==> src/rtl/blc_sched.sv <==
// Round-robin scheduler sharing one Binary-Logarithmic Converter among NUM_REQ requesters.
// Two-stage pipeline (arbitrate/leading-one, then capture BLC result) with full backpressure.
module blc_sched #(
  parameter int LOG2_WIDTH = 4,
  parameter int WIDTH      = 2**LOG2_WIDTH,
  parameter int NUM_REQ    = 4,
  parameter int ID_W       = $clog2(NUM_REQ)
) (
  input  logic                     clk,
  input  logic                     rst_n,
  input  logic                     flush,
  input  logic [NUM_REQ-1:0]       req_valid,
  input  logic [NUM_REQ*WIDTH-1:0] req_operand,
  output logic [NUM_REQ-1:0]       req_ready,
  output logic [WIDTH-1:0]         blc_operand,
  output logic [LOG2_WIDTH-1:0]    blc_k,
  input  logic [WIDTH-2:0]         blc_log_formt,
  output logic                     out_valid,
  input  logic                     out_ready,
  output logic [LOG2_WIDTH-1:0]    out_k,
  output logic [WIDTH-2:0]         out_frac,
  output logic                     out_zero,
  output logic [ID_W-1:0]          out_id,
  output logic                     busy
);

  logic                  s1_valid_q, s1_valid_d;
  logic [WIDTH-1:0]      s1_op_q, s1_op_d;
  logic [ID_W-1:0]       s1_id_q, s1_id_d;
  logic [ID_W-1:0]       rr_ptr_q, rr_ptr_d;
  logic                  out_valid_q, out_valid_d;
  logic [LOG2_WIDTH-1:0] out_k_q, out_k_d;
  logic [WIDTH-2:0]      out_frac_q, out_frac_d;
  logic                  out_zero_q, out_zero_d;
  logic [ID_W-1:0]       out_id_q, out_id_d;

  logic                  s2_adv, s1_adv;
  logic                  grant_found;
  logic [ID_W-1:0]       grant_idx;
  logic [ID_W:0]         cand;
  logic [LOG2_WIDTH-1:0] s1_k;
  logic                  s1_zero;

  // Round-robin search starts just after the last granted requester.
  always_comb begin
    s2_adv      = !out_valid_q || out_ready;
    s1_adv      = !s1_valid_q || s2_adv;
    grant_found = 1'b0;
    grant_idx   = '0;
    cand        = '0;
    if (s1_adv && !flush && rst_n) begin
      for (int off = 1; off <= NUM_REQ; off++) begin
        cand = {1'b0, rr_ptr_q} + (ID_W+1)'(off);
        if (cand >= (ID_W+1)'(NUM_REQ)) cand = cand - (ID_W+1)'(NUM_REQ);
        if (!grant_found && req_valid[cand[ID_W-1:0]]) begin
          grant_found = 1'b1;
          grant_idx   = cand[ID_W-1:0];
        end
      end
    end
    req_ready = grant_found ? (NUM_REQ'(1) << grant_idx) : '0;
  end

  always_comb begin
    s1_k    = '0;
    for (int i = 0; i < WIDTH; i++) begin
      if (s1_op_q[i]) s1_k = LOG2_WIDTH'(i);
    end
    s1_zero     = (s1_op_q == '0);
    blc_operand = s1_valid_q ? s1_op_q : '0;
    blc_k       = s1_valid_q ? s1_k : '0;
  end

  always_comb begin
    s1_valid_d  = s1_valid_q;
    s1_op_d     = s1_op_q;
    s1_id_d     = s1_id_q;
    rr_ptr_d    = rr_ptr_q;
    out_valid_d = out_valid_q;
    out_k_d     = out_k_q;
    out_frac_d  = out_frac_q;
    out_zero_d  = out_zero_q;
    out_id_d    = out_id_q;
    if (flush) begin
      s1_valid_d  = 1'b0;
      out_valid_d = 1'b0;
    end else begin
      if (s2_adv) begin
        out_valid_d = s1_valid_q;
        if (s1_valid_q) begin
          out_k_d    = s1_zero ? '0 : s1_k;
          out_frac_d = s1_zero ? '0 : blc_log_formt;
          out_zero_d = s1_zero;
          out_id_d   = s1_id_q;
        end
      end
      if (s1_adv) begin
        s1_valid_d = grant_found;
        if (grant_found) begin
          s1_op_d  = req_operand[int'(grant_idx)*WIDTH +: WIDTH];
          s1_id_d  = grant_idx;
          rr_ptr_d = grant_idx;
        end
      end
    end
  end

  // Pointer resets to the last index so requester 0 wins the first arbitration.
  always_ff @(posedge clk or negedge rst_n) begin
    if (!rst_n) begin
      s1_valid_q  <= 1'b0;
      s1_op_q     <= '0;
      s1_id_q     <= '0;
      rr_ptr_q    <= ID_W'(NUM_REQ-1);
      out_valid_q <= 1'b0;
      out_k_q     <= '0;
      out_frac_q  <= '0;
      out_zero_q  <= 1'b0;
      out_id_q    <= '0;
    end else begin
      s1_valid_q  <= s1_valid_d;
      s1_op_q     <= s1_op_d;
      s1_id_q     <= s1_id_d;
      rr_ptr_q    <= rr_ptr_d;
      out_valid_q <= out_valid_d;
      out_k_q     <= out_k_d;
      out_frac_q  <= out_frac_d;
      out_zero_q  <= out_zero_d;
      out_id_q    <= out_id_d;
    end
  end

  assign out_valid = out_valid_q;
  assign out_k     = out_k_q;
  assign out_frac  = out_frac_q;
  assign out_zero  = out_zero_q;
  assign out_id    = out_id_q;
  assign busy      = s1_valid_q || out_valid_q;

endmodule

==> config.mk <==
export PLATFORM = sky130hd
export DESIGN_NAME = blc_sched
export DESIGN_NICKNAME = d
export VERILOG_FILES = /design/src/rtl/blc_sched.sv
export SDC_FILE = /design/constraint.sdc
export NUM_CORES = 1
export LEC_CHECK = 0
export CAP_MARGIN = 20
export CORE_UTILIZATION = 39
export DETAILED_ROUTE_END_ITERATION = 6
export PLACE_DENSITY_LB_ADDON = 0.2
export SLEW_MARGIN = 15
export SYNTH_ARGS = -nofsm -noshare
export SYNTH_HDL_FRONTEND = slang
export SYNTH_SLANG_ARGS = --single-unit
==> constraint.sdc <==
create_clock -name clk -period 2.6 [get_ports clk]
set_clock_uncertainty 0.15 [all_clocks]
set_input_delay 0.52 -clock clk [delete_from_list [all_inputs] [get_ports clk]]
set_output_delay 0.52 -clock clk [all_outputs]
set_load 0.005 [all_outputs]
==> out/qor.txt <==
Die width - 80.4 um
First-pass GRT wire length - 11100 um
WL final - 6840 um
Syn_nets - 312
Number of global-route vias before repair - 2358
Gpl congestion - 0.731
Clk_lat worst skew - 0.28 ns
DR DRC count - 0
Initial Util - 40.5%
Share of Yosys cell area claimed by the top area cell type - 43.9%
Grt ovf - 0
CP Launch Type - register
Fin crit period - 2.52 ns
Die area - 6460 um2
Setup crit start - s1_op_q[9]
RSZ-0062 raised after global routing - true
Initial antenna violation count - 0
CTS tree - built
Crit path max fanout - 2
Hold Fails Final Rpt - 0
Lkg Pwr - 1.84 nW
Post-synthesis sequential area ratio - 46.1%
Clock root buffer - clkbuf_8
Antenna cells - 0
Num ports - 135
Crit path DAT - 1.85 ns
Highest clock rate - 0.397 GHz
Via count - 2358
CTS buffer count - 5
Max Buffers Root-to-Sink - 2
#FFs+latches synth - 44
Largest cells by area after synthesis - dfrtp_1 (44%), mux2i_1 (15%), a222oi_1 (6.7%)
I/O Buffers - 134
Yosys warning count - 0
Max-Cap Viols - 0
Routed Antenna Nets - 0
Post-Synthesis Cells - 225
FP Rows - 28
Outcome - complete, no violations
Final worst-path cycle share - 96.8%
Final instance area - 4100 um2
Most frequent cells in the layout - clkdlybuf4s50_1 (121), dfrtp_1 (42), mux2i_1 (35)
Drt initial violations - 126
Ys async rst share - 100%
Most common cell after layout, fill and taps aside - clkdlybuf4s50_1
Crit Path Category - register to output port
TritonRoute pass-1 iters - 5
Filler instances - 467
Hold crit path type - input pin to asynchronous set/reset pin
Worst slew margin - 64.4%
Hold WS - 0.195 ns
Post-DP Area - 3910 um2
Setup tns final - 0 ns
TritonCTS Sinks - 44
Pwr Total - 0.00295 W
Floorplan Core Area - 5920 um2
Post-synth top area cell - dfrtp_1
Largest net degree at the start of global routing - 45
Pwr per Cell Area - 721 nW/um2
Slew @ Worst Pin - 0.534 ns
Clock transition at path regs - 0.08 ns
Via/cell ratio - 5.26
Layout cells sized above 1 - 14.7%
Gr usage total - 22.4%
Nets - 459
Htree depth - 2
Worst VDD drop - 338 uV
Area growth syn-to-layout - 70.9%
Netlist cell types - 41
EDFF count, synth - 0
Wire per inst - 15.3 um
HPWL after detailed placement - 5150 um
Synth Flop Type - dfrtp_1
Worst Setup Slack, final - 0.0841 ns
FF/Latch Area - 1100 um2
Slew Viols, Final - 0
Setup violators final - 0
CP endpoint kind - output port
Syn_area_per_cell - 10.6 um2
Hold_buf cts - 0
Area of the multi-input gates - 1230 um2
Mapped cell area - 2400 um2
Pre-CTS setup slack - -0.597 ns
Worst reg2reg startpoint - rr_ptr_q[0]
Die extent in y - 80.4 um
Req. time, crit path - 1.93 ns
[synthesized netlist by cell type, types with 3 or more instances]
| master | count |
|---|---|
| a22o_1 | 16 |
| mux2i_1 | 35 |
| dfrtp_1 | 42 |
| o21ai_1 | 4 |
| inv_1 | 20 |
| nor2_1 | 27 |
| and2_1 | 4 |
| o21ai_0 | 4 |
| nand2b_1 | 4 |
| nand2_1 | 5 |
| clkbuf_1 | 6 |
| a222oi_1 | 16 |
| a21oi_1 | 5 |
| buf_2 | 3 |
[logic make-up (layout without fill, tap and decap cells)]
family                 Yosys count  after routing  share of synthesized area, %
AOI/OAI and AO/OA               56             56                          19.8
buffers and inverters           36            184                          6.74
DFF                             44             44                          46.1
muxes                           37             37                          15.6
and+or+nand+nor                 52             52                          11.9
[where the power goes]
part	internal [W]	total, W	switching [W]
Combinational	0.000764	0.00137	0.000609
Clock	0.000285	0.000503	0.000218
Sequential	0.000908	0.00108	0.000170
[sequential cells by signal, summed over array words and instances, names as in the netlist]
signal / count
out_k: 4
out_id: 2
s1_op_q: 16
s1_valid_q: 1
s1_id_q: 2
out_valid: 1
out_zero: 1
out_frac: 15
rr_ptr_q: 2
[through the flow]
| stage | utilization [%] | std cells |
|---|---|---|
| CTS | 68.2 | 446 |
| global route | 69.2 | 448 |
| detailed placement | 66.1 | 438 |
| floorplan | - | 225 |
| global placement | 66.1 | 438 |
| finish | 69.2 | 448 |
[layout make-up]
| class | instances | share of cell area [%] |
|---|---|---|
| Inverter | 22 | 2.02 |
| Multi-Input combinational cell | 145 | 30.0 |
| Clock buffer | 6 | 1.77 |
| Clock inverter | 2 | 0.855 |
| Timing Repair Buffer | 154 | 36.1 |
| Tap cell | 75 | 2.29 |
| Sequential cell | 44 | 26.9 |
[worst paths after layout]
kind                          endpoint  slack, ns  cells after the start
min in group clk            s1_id_q[1]       0.33                      1
max                           blc_k[2]       0.08                      4
max in group asynchronous  rr_ptr_q[0]       1.72                      2
min reg2reg                 s1_id_q[1]       0.33                      1
min                         s1_op_q[1]       0.19                      2
max reg2reg                s1_op_q[12]       0.25                      6
[worst max-delay path, stage by stage (launching register included)]
cell             delay, ns
dfrtp_1               0.40
or4_4                 0.58
o2111ai_4             0.21
and2_4                0.16
clkdlybuf4s15_1       0.20
[timing repair]
| action | 4_1_cts | 5_1_grt |
|---|---|---|
| pin swaps | 8 | 10 |
| endpoints found under the setup margin | 9 | 8 |
| buffers inserted | 0 | 2 |
| resized for setup | 20 | 22 |
| endpoints found under the hold margin | 0 | 0 |
[per-layer routing]
layer  track usage [%]  up-vias  part of all wire, %
li1                  -     1127                    -
met1              26.8     1114                   42
met2              37.8      111                   48
met3              6.93        6                  9.5
met4              7.86        0                  1.0
met5                 0        -                    0
Note: power is estimated with default switching activity, not from simulation.
